<file path="config.mk">
export PLATFORM = sky130hd
export DESIGN_NAME = serial_add_ctrl
export DESIGN_NICKNAME = d
export VERILOG_FILES = /design/src/rtl/serial_add_ctrl.sv
export SDC_FILE = /design/constraint.sdc
export NUM_CORES = 1
export LEC_CHECK = 0
export BUFFER_PORTS_ARGS = -buffer_cell sky130_fd_sc_hd__buf_2
export CORE_UTILIZATION = 40
export CTS_BUF_LIST = sky130_fd_sc_hd__clkbuf_8 sky130_fd_sc_hd__clkbuf_16
export CTS_CLUSTER_SIZE = 30
export DETAILED_ROUTE_END_ITERATION = 7
export GPL_ROUTABILITY_DRIVEN = 1
export SLEW_MARGIN = 20
export SYNTH_ARGS = -nofsm -noshare
export SYNTH_HDL_FRONTEND = slang
export SYNTH_SLANG_ARGS = --single-unit
</file>
<file path="constraint.sdc">
create_clock -name clk -period 4.2 [get_ports clk]
set_input_delay 0.21 -clock clk [delete_from_list [all_inputs] [get_ports clk]]
set_output_delay 0.21 -clock clk [all_outputs]
set_load 0.01 [all_outputs]
</file>
<file path="src/rtl/serial_add_ctrl.sv">
// Bit-serial adder controller: one full-adder cell, one bit per clock, LSB first.
// Handles operand loading, carry storage, bit counting, result capture and handshake.
module serial_add_ctrl #(
    parameter int WIDTH = 8
) (
    input  logic             clk,
    input  logic             rst_n,
    input  logic             start,
    input  logic             abort,
    input  logic [WIDTH-1:0] op_a,
    input  logic [WIDTH-1:0] op_b,
    input  logic             cin,
    output logic             busy,
    output logic             done,
    output logic [WIDTH-1:0] sum,
    output logic             cout,
    output logic             ovf
);

    localparam int CW = (WIDTH > 1) ? $clog2(WIDTH) : 1;
    localparam logic [CW-1:0] LAST = CW'(WIDTH - 1);
    localparam logic [CW-1:0] MSB_IN = CW'(WIDTH - 2);

    typedef enum logic [1:0] {IDLE, RUN, DONE} state_t;

    state_t           state, state_nx;
    logic [WIDTH-1:0] a_sh, b_sh, psum;
    logic             c_q, c_msb;
    logic [CW-1:0]    cnt;
    logic             fa_s, fa_c;

    assign fa_s = a_sh[0] ^ b_sh[0] ^ c_q;
    assign fa_c = (a_sh[0] & b_sh[0]) | (a_sh[0] & c_q) | (b_sh[0] & c_q);

    always_comb begin
        state_nx = state;
        case (state)
            IDLE:    if (start) state_nx = RUN;
            RUN:     if (abort) state_nx = IDLE;
                     else if (cnt == LAST) state_nx = DONE;
            DONE:    state_nx = IDLE;
            default: state_nx = IDLE;
        endcase
    end

    // busy/done are registered decodes of the next state so they align with it
    always_ff @(posedge clk or negedge rst_n) begin
        if (!rst_n) begin
            state <= IDLE;
            busy  <= 1'b0;
            done  <= 1'b0;
        end else begin
            state <= state_nx;
            busy  <= (state_nx == RUN);
            done  <= (state_nx == DONE);
        end
    end

    always_ff @(posedge clk or negedge rst_n) begin
        if (!rst_n) begin
            a_sh  <= '0;
            b_sh  <= '0;
            psum  <= '0;
            c_q   <= 1'b0;
            c_msb <= 1'b0;
            cnt   <= '0;
            sum   <= '0;
            cout  <= 1'b0;
            ovf   <= 1'b0;
        end else begin
            case (state)
                IDLE: begin
                    if (start) begin
                        a_sh <= op_a;
                        b_sh <= op_b;
                        c_q  <= cin;
                        cnt  <= '0;
                        psum <= '0;
                    end
                end
                RUN: begin
                    if (!abort) begin
                        psum <= {fa_s, psum[WIDTH-1:1]};
                        a_sh <= {1'b0, a_sh[WIDTH-1:1]};
                        b_sh <= {1'b0, b_sh[WIDTH-1:1]};
                        c_q  <= fa_c;
                        cnt  <= cnt + 1'b1;
                        if (cnt == MSB_IN) c_msb <= fa_c;
                        if (cnt == LAST) begin
                            sum  <= {fa_s, psum[WIDTH-1:1]};
                            cout <= fa_c;
                            ovf  <= fa_c ^ c_msb;
                        end
                    end
                end
                default: ;
            endcase
        end
    end

endmodule

</file>
==> impl_metrics.csv, run 1 <==
group,metric,value,unit
cts,cts_buffers,5,
setup_path,setup.worst_path.class,"reg -> reg",
routing,drc,4,
setup_path,path_cells,"nor2b_1 > buf_4 > mux2_2 > mux2_2",
setup_path,cp_common_cell,"mux2_2",
synthesis,syn_avg_cell_area,12.0,um2
routing,detail_route.first_pass.iterations,6,
routing,wl_per_cell,13.7,um
placement,dp_hpwl,2430,um
worst_hold_path,hp-class,"in -> async",
sta,worst_pin_slew,0.929,ns
synthesis,yosysWarnings,0,
routing,ant_nets,0,
setup_path,worst_setup_path_end_kind,"flip-flop",
floorplan,row_count,24,
sta,slew_viol_final,0,
status,status,"finished with violations",
synthesis,ys.flop_type,"dfrtp_1",
finish,fillers,416,
synthesis,synth-seq-area-share,55.3,%
cts,clock_latency,0.29,ns
synthesis,synth_nets,184,
grt,use_met3,3.85,%
finish,num_antenna_cells,0,
cts,root_buffer,"clkbuf_8",
synthesis,synth.distinct_cells,24,
cts,cts_tree,"done",
cts,hold_buffers,0,
placement,dpl_cell_area,2100,um2
power_and_ir_drop,p_per_area,523,nW/um2
sta,hold_viol,0,
routing,drt-initial-drc-count,39,
grt,antenna_found_initial,0,
power_and_ir_drop,leakagePower,0.00109,uW
power_and_ir_drop,power,1150,uW
sta,rsz0062_at_grt,"no",
grt,met1_usage,18.1,%
sta,clock.fmax,459,MHz
cts,clockBufferDepth,2,
grt,grt.total_usage,14.9,%
setup_path,arrival,2.35,ns
floorplan,die_w,70.9,um
power_and_ir_drop,peakVddDrop,219,uV
cts,cts_resized,0,
sta,fin_setup_tns,0,ns
floorplan,start_util,42.5,%
setup_path,critPathMaxFanout,12,
finish,area_growth,15.7,%
sta,finalCritPeriodShare,51.9,%
setup_path,critical_path.max_stage_delay,0.64,ns
cts,cts.sink_count,42,
setup_path,cp_slowest_cell,"nor2b_1",
sta,slew_headroom,38.1,%
grt,grt_pass1_wl,5840,um
floorplan,boundaryPins,33,
grt,grt_max_degree,43,
cts,cts_setup_buffers,0,
finish,fin_nets,218,
synthesis,synth-seq-cells,42,
sta,period_needed,2.18,ns
floorplan,core,4470,um2
synthesis,synth_edf_count,0,
cts,clkTransAtPathRegs,0.08,ns
grt,grt_util_met2,26.1,%
flow_run,drv_cap,0,
routing,dr_total_vias,1225,
setup_path,required,4.37,ns
finish,design_area,2200,um2
synthesis,async_reset_ff_share,100,%
floorplan,dieArea,5030,um2
grt,busiest_layer,"met2",
finish,layout-drive-gt1-share,35.1,%
routing,via_per_inst,4.98,
placement,port_buffers,32,
synthesis,synth_cells,159,
floorplan,die_h,70.9,um
status,violations,"DRC",
placement,gp_congestion,0.699,
sta,skew,0.00855,ns
routing,drt_wl_total,3370,um
cts,htree_levels,2,
setup_path,start_kind,"flip-flop",
sta,setup_violations,0,
setup_path,reg2reg_depth,4,
sta,fin_hold_ws,0.0522,ns
grt,grt_pass1_vias,1317,
synthesis,netlist_area,1900,um2
grt,grt_overflow,0,
-- cells in the final DEF, fill, tap and decap left out, types with 3 or more instances in the layout --
cell type / synthesis / final
a21oi_1: 3 / 3
buf_2: 3 / 32
clkbuf_8: 0 / 6
dfrtp_1: 42 / 42
ha_1: 3 / 3
inv_1: 13 / 13
mux2_2: 25 / 25
mux2i_1: 12 / 12
nand2_1: 19 / 19
nand2b_1: 3 / 3
nor2b_1: 6 / 6
o21ai_0: 13 / 13
-- power by group --
part	internal, uW	switching [uW]	total [uW]
registers	511	56.6	567
clock network	132	136	269
logic	168	147	315
-- cells by family after synthesis --
| kind of cell | Yosys count | synth area share (%) |
|---|---|---|
| flops | 42 | 55.3 |
| mux | 39 | 22.3 |
| simple gates | 33 | 8.43 |
| compound gates | 20 | 5.93 |
| buf+inv | 20 | 4.54 |
| fa+ha+maj | 4 | 3.03 |
| xor+xnor | 1 | 0.461 |
-- worst max-delay path: cells and delay by family (launching register included) --
kind / cells / cell delay (ns)
simple gates: 1 / 0.64
flops: 1 / 0.47
mux: 2 / 0.61
buf+inv: 1 / 0.33
-- sequential cells by signal, indices dropped and copies added (netlist names) --
name	cells
a_sh	8
b_sh	8
sum	8
psum	7
cnt	3
state	2
busy	1
c_msb	1
c_q	1
cout	1
done	1
ovf	1
-- layer usage --
metal  wire (um)  share of wire (%)
met2        1600                 48
met1        1590                 47
met5           0                  0
met3         144                4.3
met4          29               0.86
-- synthesized netlist by cell type, types with 2 or more instances --
library cell | count | area (um2)
buf_4 | 2 | 15.0
ha_1 | 3 | 37.5
buf_2 | 3 | 15.0
nor2_1 | 2 | 7.51
nand2_1 | 19 | 71.3
nand2b_1 | 3 | 18.8
clkbuf_1 | 2 | 7.51
mux2i_1 | 12 | 120
o21ai_0 | 13 | 65.1
a21oi_1 | 3 | 15.0
mux2_1 | 2 | 22.5
dfrtp_1 | 42 | 1050
mux2_2 | 25 | 282
nor2b_1 | 6 | 37.5
inv_1 | 13 | 48.8
-- path summary, 6_finish.rpt --
path / start / slack (ns) / to
hold reg to reg: ovf$_DFFE_PN0P_ / 0.48 / ovf$_DFFE_PN0P_
hold / removal: rst_n / 0.05 / cout$_DFFE_PN0P_
max in group asynchronous: rst_n / 3.56 / psum[2]$_DFFE_PN0P_
setup / recovery: state[0]$_DFF_PN0_ / 2.02 / a_sh[2]$_DFFE_PN0P_
setup reg to reg: state[0]$_DFF_PN0_ / 2.02 / a_sh[2]$_DFFE_PN0P_
min in group clk: abort / 0.18 / c_msb$_DFFE_PN0P_
-- layout make-up --
cell class	count	area, um2	share of cell area (%)
Clock inverter	2	12.5	0.569
Timing Repair Buffer	34	175	7.97
Clock buffer	6	82.6	3.76
Tap cell	52	65.1	2.96
Inverter	13	48.8	2.22
Multi-Input combinational cell	97	763	34.7
Sequential cell	42	1050	47.8
-- through the flow --
stage,setup slack [ns],instances,utilization [%]
2_1_floorplan,2.66,159,-
3_3_place_gp,2.16,238,47.0
3_5_place_dp,2.01,238,47.0
4_1_cts,2.00,246,49.1
5_1_grt,1.86,246,49.1
6_report,2.02,246,49.1
No activity file was read; power rests on OpenSTA's default activity.
==> inputs of run 2 (changes only) <==
clock period = 2.2 ns   (was 4.2 ns; I/O delays follow)
==> run 2 against run 1 <==
  * The run still ends with DRC left
  * Setup slack got worse by 1.4 ns
  * Clock-buffer cell count is 1 lower
  * Clock power is 81% higher
  * Die area unchanged
  * Global-route usage is 0.28 points higher
  * Clock skew is 0.0014 ns lower
==> impl_metrics.csv, run 2 (synthesis results as in run 1) <==
group,metric,value,unit
status,status,"finished with violations",
status,violations,"DRC",
cts,clockBufferDepth,2,
cts,root_buffer,"clkbuf_8",
sta,fin_setup_tns,0,ns
routing,drt_wl_total,3450,um
setup_path,arrival,1.80,ns
setup_path,setup.worst_path.class,"reg -> reg",
finish,largestRegisters,"a_sh x8, b_sh x8, sum x8",
setup_path,critical_path.max_stage_delay,0.48,ns
floorplan,die_w,70.9,um
floorplan,start_util,42.5,%
grt,grt_pass1_wl,5990,um
grt,grt_overflow,0,
setup_path,critPathMaxFanout,11,
sta,skew,0.00720,ns
floorplan,row_count,24,
setup_path,worstReg2RegStart,"state[0]$_DFF_PN0_",
routing,drc,4,
cts,htree_levels,2,
sta,slew_viol_final,0,
power_and_ir_drop,switchingPower,657,uW
floorplan,core,4470,um2
finish,regArea,1050,um2
sta,rsz0062_at_grt,"no",
setup_path,cp_slowest_cell,"dfrtp_1",
setup_path,cp-startpoint,"state[0]$_DFF_PN0_",
floorplan,boundaryPins,33,
routing,via_per_inst,4.96,
sta,finalCritPeriodShare,73.9,%
routing,dr_total_vias,1244,
finish,final_cell_mix,"dfrtp_1, buf_2, mux2_2",
cts,cts_resized,0,
setup_path,cp_common_cell,"mux2_2",
power_and_ir_drop,leakagePower,0.00111,uW
finish,layout-drive-gt1-share,36.2,%
routing,detail_route.first_pass.iterations,6,
placement,dpl_cell_area,2130,um2
grt,antenna_found_initial,0,
cts,clock_latency,0.29,ns
floorplan,die_h,70.9,um
finish,final_common_cell,"dfrtp_1",
finish,fillers,407,
power_and_ir_drop,combPwrFrac,28.2,%
floorplan,dieArea,5030,um2
finish,design_area,2230,um2
power_and_ir_drop,peakVddDrop,458,uV
sta,setup_violations,0,
worst_hold_path,min-delay-start,"abort",
grt,grt_pass1_vias,1309,
power_and_ir_drop,seqPwrFrac,49.5,%
placement,gp_congestion,0.817,
cts,cts.sink_count,42,
routing,ant_nets,0,
sta,worst_pin_slew,0.914,ns
sta,hold_viol,0,
power_and_ir_drop,switching_share,30.1,%
cts,cts_tree,"done",
setup_path,worst_setup_path_end_kind,"flip-flop",
flow_run,drv_cap,0,
power_and_ir_drop,p_clk_share,22.3,%
sta,slew_headroom,39.1,%
setup_path,critPathBufInv,1,
sta,clock.fmax,615,MHz
finish,num_antenna_cells,0,
setup_path,required,2.38,ns
setup_path,start_kind,"flip-flop",
placement,dp_hpwl,2530,um
sta,period_needed,1.63,ns
grt,grt_max_degree,43,
routing,drt-initial-drc-count,75,
finish,fin_nets,223,
sta,fin_hold_ws,0.0931,ns
placement,port_buffers,32,
grt,grt.total_usage,15.2,%
finish,area_growth,17.5,%
routing,wl_per_cell,13.7,um
setup_path,path_cells,"nor2b_1 > buf_4 > mux2_2 > mux2_2",
finish,multiInputGateArea,763,um2
cts,clkTransAtPathRegs,0.08,ns
cts,cts_buffers,5,
power_and_ir_drop,intPower,1530,uW
setup_path,crit_family,"multiplexers",
worst_hold_path,hp-class,"in -> reg",
power_and_ir_drop,p_per_area,979,nW/um2
-- run 2: metal layers --
metal  wire [um]  track usage, %  vias to the layer above
met5           0               0                        -
li1            -               -                      613
met3         167            4.84                        2
met4          14            4.00                        0
met1        1600            19.4                      598
met2        1660            25.1                       31
-- run 2: worst paths after layout --
path | slack [ns] | endpoint | depth (start not counted)
hold reg to reg | 0.48 | sum[4]$_DFFE_PN0P_ | 2
hold / removal | 0.09 | c_msb$_DFFE_PN0P_ | 2
max in group asynchronous | 1.13 | b_sh[3]$_DFFE_PN0P_ | 2
setup reg to reg | 0.57 | b_sh[1]$_DFFE_PN0P_ | 4
setup / recovery | 0.57 | b_sh[1]$_DFFE_PN0P_ | 4
min in group asynchronous | 0.49 | cnt[0]$_DFFE_PN0P_ | 2
-- run 2: layout make-up --
class,count,share of cell area [%]
sequential,42,47.1
inverter,13,2.18
multi-input combinational,97,34.2
clock inverter,3,0.952
timing repair buffer,39,9.64
tap,52,2.91
clock buffer,5,3.08
-- run 2: repair_timing --
action	CTS	global route
hold buffers	1	0
hold endpoints to repair	42	0
setup buffers	0	0
-- run 2: power by group through the flow --
stage / clock [uW] / sequential (uW) / combinational [uW]
2_1_floorplan: 0 / 1070 / 455
3_3_place_gp: 0 / 1090 / 593
3_5_place_dp: 0 / 1100 / 629
4_1_cts: 504 / 1080 / 631
5_1_grt: 545 / 1110 / 690
6_report: 487 / 1080 / 617
-- run 2: per-stage QoR --
step	power (uW)	util, %	worst slack, ns	instances
floorplan	1530	-	0.657	159
detailed placement	1730	47.7	0.585	242
global placement	1680	47.7	0.625	242
CTS	2220	49.9	0.564	251
finish	2190	49.9	0.575	251
global route	2340	49.9	0.487	251
==> inputs of run 3 (changes only) <==
ABC_AREA = 1   (was default)
clock period = 1.55 ns   (was 2.2 ns; I/O delays follow)
==> run 3 against run 2 <==
  * Via count grew 31%
  * Cell area grew 11%
  * Clock power grew 33%
  * Non-clock buffer count grew 7
  * Critical path depth grew 4
  * The flow now finishes without violations
  * Sequential cell count is the same
  * Total power grew 29%
  * Final cell count grew 40%
  * Maximum frequency grew 15%
  * Sequential power grew 33%
  * First-iteration DRC count grew 12%
  * Synthesized cell count grew 55%
==> impl_metrics.csv, run 3 <==
group,metric,value,unit
power_and_ir_drop,peakVddDrop,441,uV
power_and_ir_drop,p_per_area,1130,nW/um2
synthesis,synth-seq-area-share,50.1,%
setup_path,arrival,1.59,ns
synthesis,synth.area.top_cells,"dfrtp_1, nand2_1, nand3_1",
setup_path,critical_path.max_stage_delay,0.39,ns
finish,final_cells,352,
finish,num_antenna_cells,0,
finish,final_cell_mix,"nand2_1, dfrtp_1, nand3_1",
routing,met2WireLength,2000,um
synthesis,synth_cells,246,
routing,via_per_inst,4.64,
routing,m1WireLength,2180,um
synthesis,synth_top_area_share,50.1,%
finish,area_growth,18.2,%
synthesis,synth-seq-cells,42,
routing,ant_nets,0,
setup_path,setup.worst_path.class,"reg -> reg",
synthesis,syn_avg_cell_area,8.52,um2
grt,grt.total_usage,17.3,%
routing,dr_total_vias,1633,
grt,grt_max_degree,23,
sta,fin_setup_tns,0,ns
cts,clkTransAtPathRegs,0.08,ns
routing,met3WireLength,118,um
routing,drc,0,
placement,gp_congestion,0.785,
grt,grt_pass1_wl,7230,um
cts,clockBufferDepth,2,
finish,final_common_cell,"nand2_1",
setup_path,crit_family,"flip-flops",
floorplan,start_util,42.9,%
placement,port_buffers,32,
routing,drt_wl_total,4350,um
routing,wl_per_cell,12.3,um
placement,dp_hpwl,2970,um
status,status,"finished clean",
synthesis,async_reset_ff_share,100,%
grt,antenna_found_initial,0,
sta,hold_viol,0,
routing,detail_route.first_pass.iterations,4,
synthesis,synth_edf_count,0,
cts,cts_tree,"done",
cts,cts_buffers,5,
cts,root_buffer,"clkbuf_8",
grt,grt_overflow,0,
floorplan,core,4880,um2
sta,finalCritPeriodShare,91.1,%
setup_path,worst_setup_path_end_kind,"flip-flop",
placement,dp.cells,342,
synthesis,netlist_area,2100,um2
finish,fillers,501,
sta,clock.fmax,708,MHz
finish,layout-drive-gt1-share,24.9,%
cts,clock_latency,0.28,ns
setup_path,critPathBufInv,2,
cts,htree_levels,2,
setup_path,cp_common_cell,"ha_1",
synthesis,synth.distinct_cells,21,
finish,largestRegisters,"a_sh x8, b_sh x8, sum x8",
worst_hold_path,hp-class,"in -> reg",
setup_path,start_kind,"flip-flop",
floorplan,dieArea,5530,um2
sta,slew_headroom,65.8,%
grt,grt_pass1_vias,1560,
synthesis,synthMostInstantiatedCell,"nand2_1",
synthesis,yosys.area.top_type,"dfrtp_1",
floorplan,boundaryPins,33,
sta,skew,0.00341,ns
setup_path,path_cells,"ha_1 > ha_1 > inv_1 > nor2_1 > nand2_2 > buf_12 > nand2_1 > o21ai_2",
setup_path,required,1.73,ns
setup_path,cp_slowest_cell,"dfrtp_1",
finish,fin_nets,310,
cts,cts.sink_count,42,
sta,slew_viol_final,0,
sta,rsz0062_at_grt,"no",
synthesis,ys_top_cells_by_count,"nand2_1, dfrtp_1, nand3_1",
flow_run,drv_cap,0,
synthesis,ys.flop_type,"dfrtp_1",
synthesis,synth_nets,271,
routing,dr.max_layer_used,"met4",
synthesis,yosysWarnings,0,
power_and_ir_drop,leakagePower,0.00138,uW
floorplan,row_count,25,
floorplan,die_w,74.4,um
floorplan,die_h,74.4,um
sta,period_needed,1.41,ns
setup_path,critPathMaxFanout,9,
sta,worst_pin_slew,0.513,ns
routing,drt-initial-drc-count,84,
sta,setup_violations,0,
-- run 3: cell count changes in the layout (fill, tap and decap cells not counted), sizes merged, moves of 4 or more --
cell   previous run  this run
mux2i            12         0
o21ai            13         4
mux2             27         0
nor2b             6         0
a21oi             4         0
nand2            19       111
nand3             0        44
nand4             0         8
nor2              2         8
buf              38        43
-- run 3: worst register-to-register path: cells and delay by family (launching register included) --
family	cells	cell delay (ns)
flip-flops	1	0.39
AND/OR/NAND/NOR	3	0.28
buffers and inverters	2	0.21
AO/OA/AOI/OAI	1	0.05
adder cells (fa/ha/maj)	2	0.37
-- run 3: cells by family (layout without fill, tap and decap cells) --
family	count (synthesis)	in the layout	synth area share, %
AOI/OAI and AO/OA	4	4	1.31
xor gates and xnor gates	1	1	0.418
adders and majority gates	4	4	2.75
buffers and inverters	24	63	6.75
DFF	42	42	50.1
and+or+nand+nor	171	171	38.6
-- run 3: stage by stage --
| stage | hold WS (ns) | instance area, um2 | utilization [%] | worst slack (ns) | total power [uW] |
|---|---|---|---|---|---|
| 2_1_floorplan | -0.218 | 2100 | - | 0.235 | 1980 |
| 3_3_place_gp | 0.0767 | 2370 | 48.5 | 0.169 | 2170 |
| 3_5_place_dp | 0.0789 | 2370 | 48.5 | 0.124 | 2180 |
| 4_1_cts | 0.0615 | 2470 | 50.7 | 0.105 | 2840 |
| 5_1_grt | 0.0899 | 2480 | 50.8 | 0.0301 | 3000 |
| 6_report | 0.0635 | 2480 | 50.8 | 0.138 | 2810 |
-- run 3: where the power goes --
group          switching, uW  internal, uW  total, uW
sequential               148          1290       1440
combinational            411           306        716
clock                    353           297        650
total                    912          1900       2810
-- run 3: final timing paths --
path,end,slack (ns),depth (start not counted),start
min in group asynchronous,busy$_DFF_PN0_,0.29,2,rst_n
worst min-delay path,a_sh[3]$_DFFE_PN0P_,0.06,5,op_a[3]
max in group asynchronous,b_sh[5]$_DFFE_PN0P_,0.76,3,rst_n
worst min register to register,sum[5]$_DFFE_PN0P_,0.48,2,sum[5]$_DFFE_PN0P_
worst max-delay path,cout$_DFFE_PN0P_,0.14,8,cnt[0]$_DFFE_PN0P_
worst max register to register,cout$_DFFE_PN0P_,0.14,8,cnt[0]$_DFFE_PN0P_
-- run 3: what timing repair did --
item	CTS	global route
hold buffers	3	0
buffers inserted	0	0
setup endpoints to repair	0	2
gates resized for setup	0	1
endpoints found under the hold margin	22	0
-- run 3: metal layers --
metal  vias to the layer above  track usage, %
li1                        863               -
met1                       743            24.1
met2                        23            27.0
met3                         4            3.25
met4                         0            5.87
met5                         -               0
-- run 3: final cells by class --
type                    instances  area [um2]  area share, %
well taps                      67        83.8           3.38
flip-flops and latches         42        1050           42.4
clock inverters                 2        7.51          0.303
inverters                      10        37.5           1.52
multi-input cells             180         906           36.6
repair buffers                 46         323           13.0
clock buffers                   5        68.8           2.78
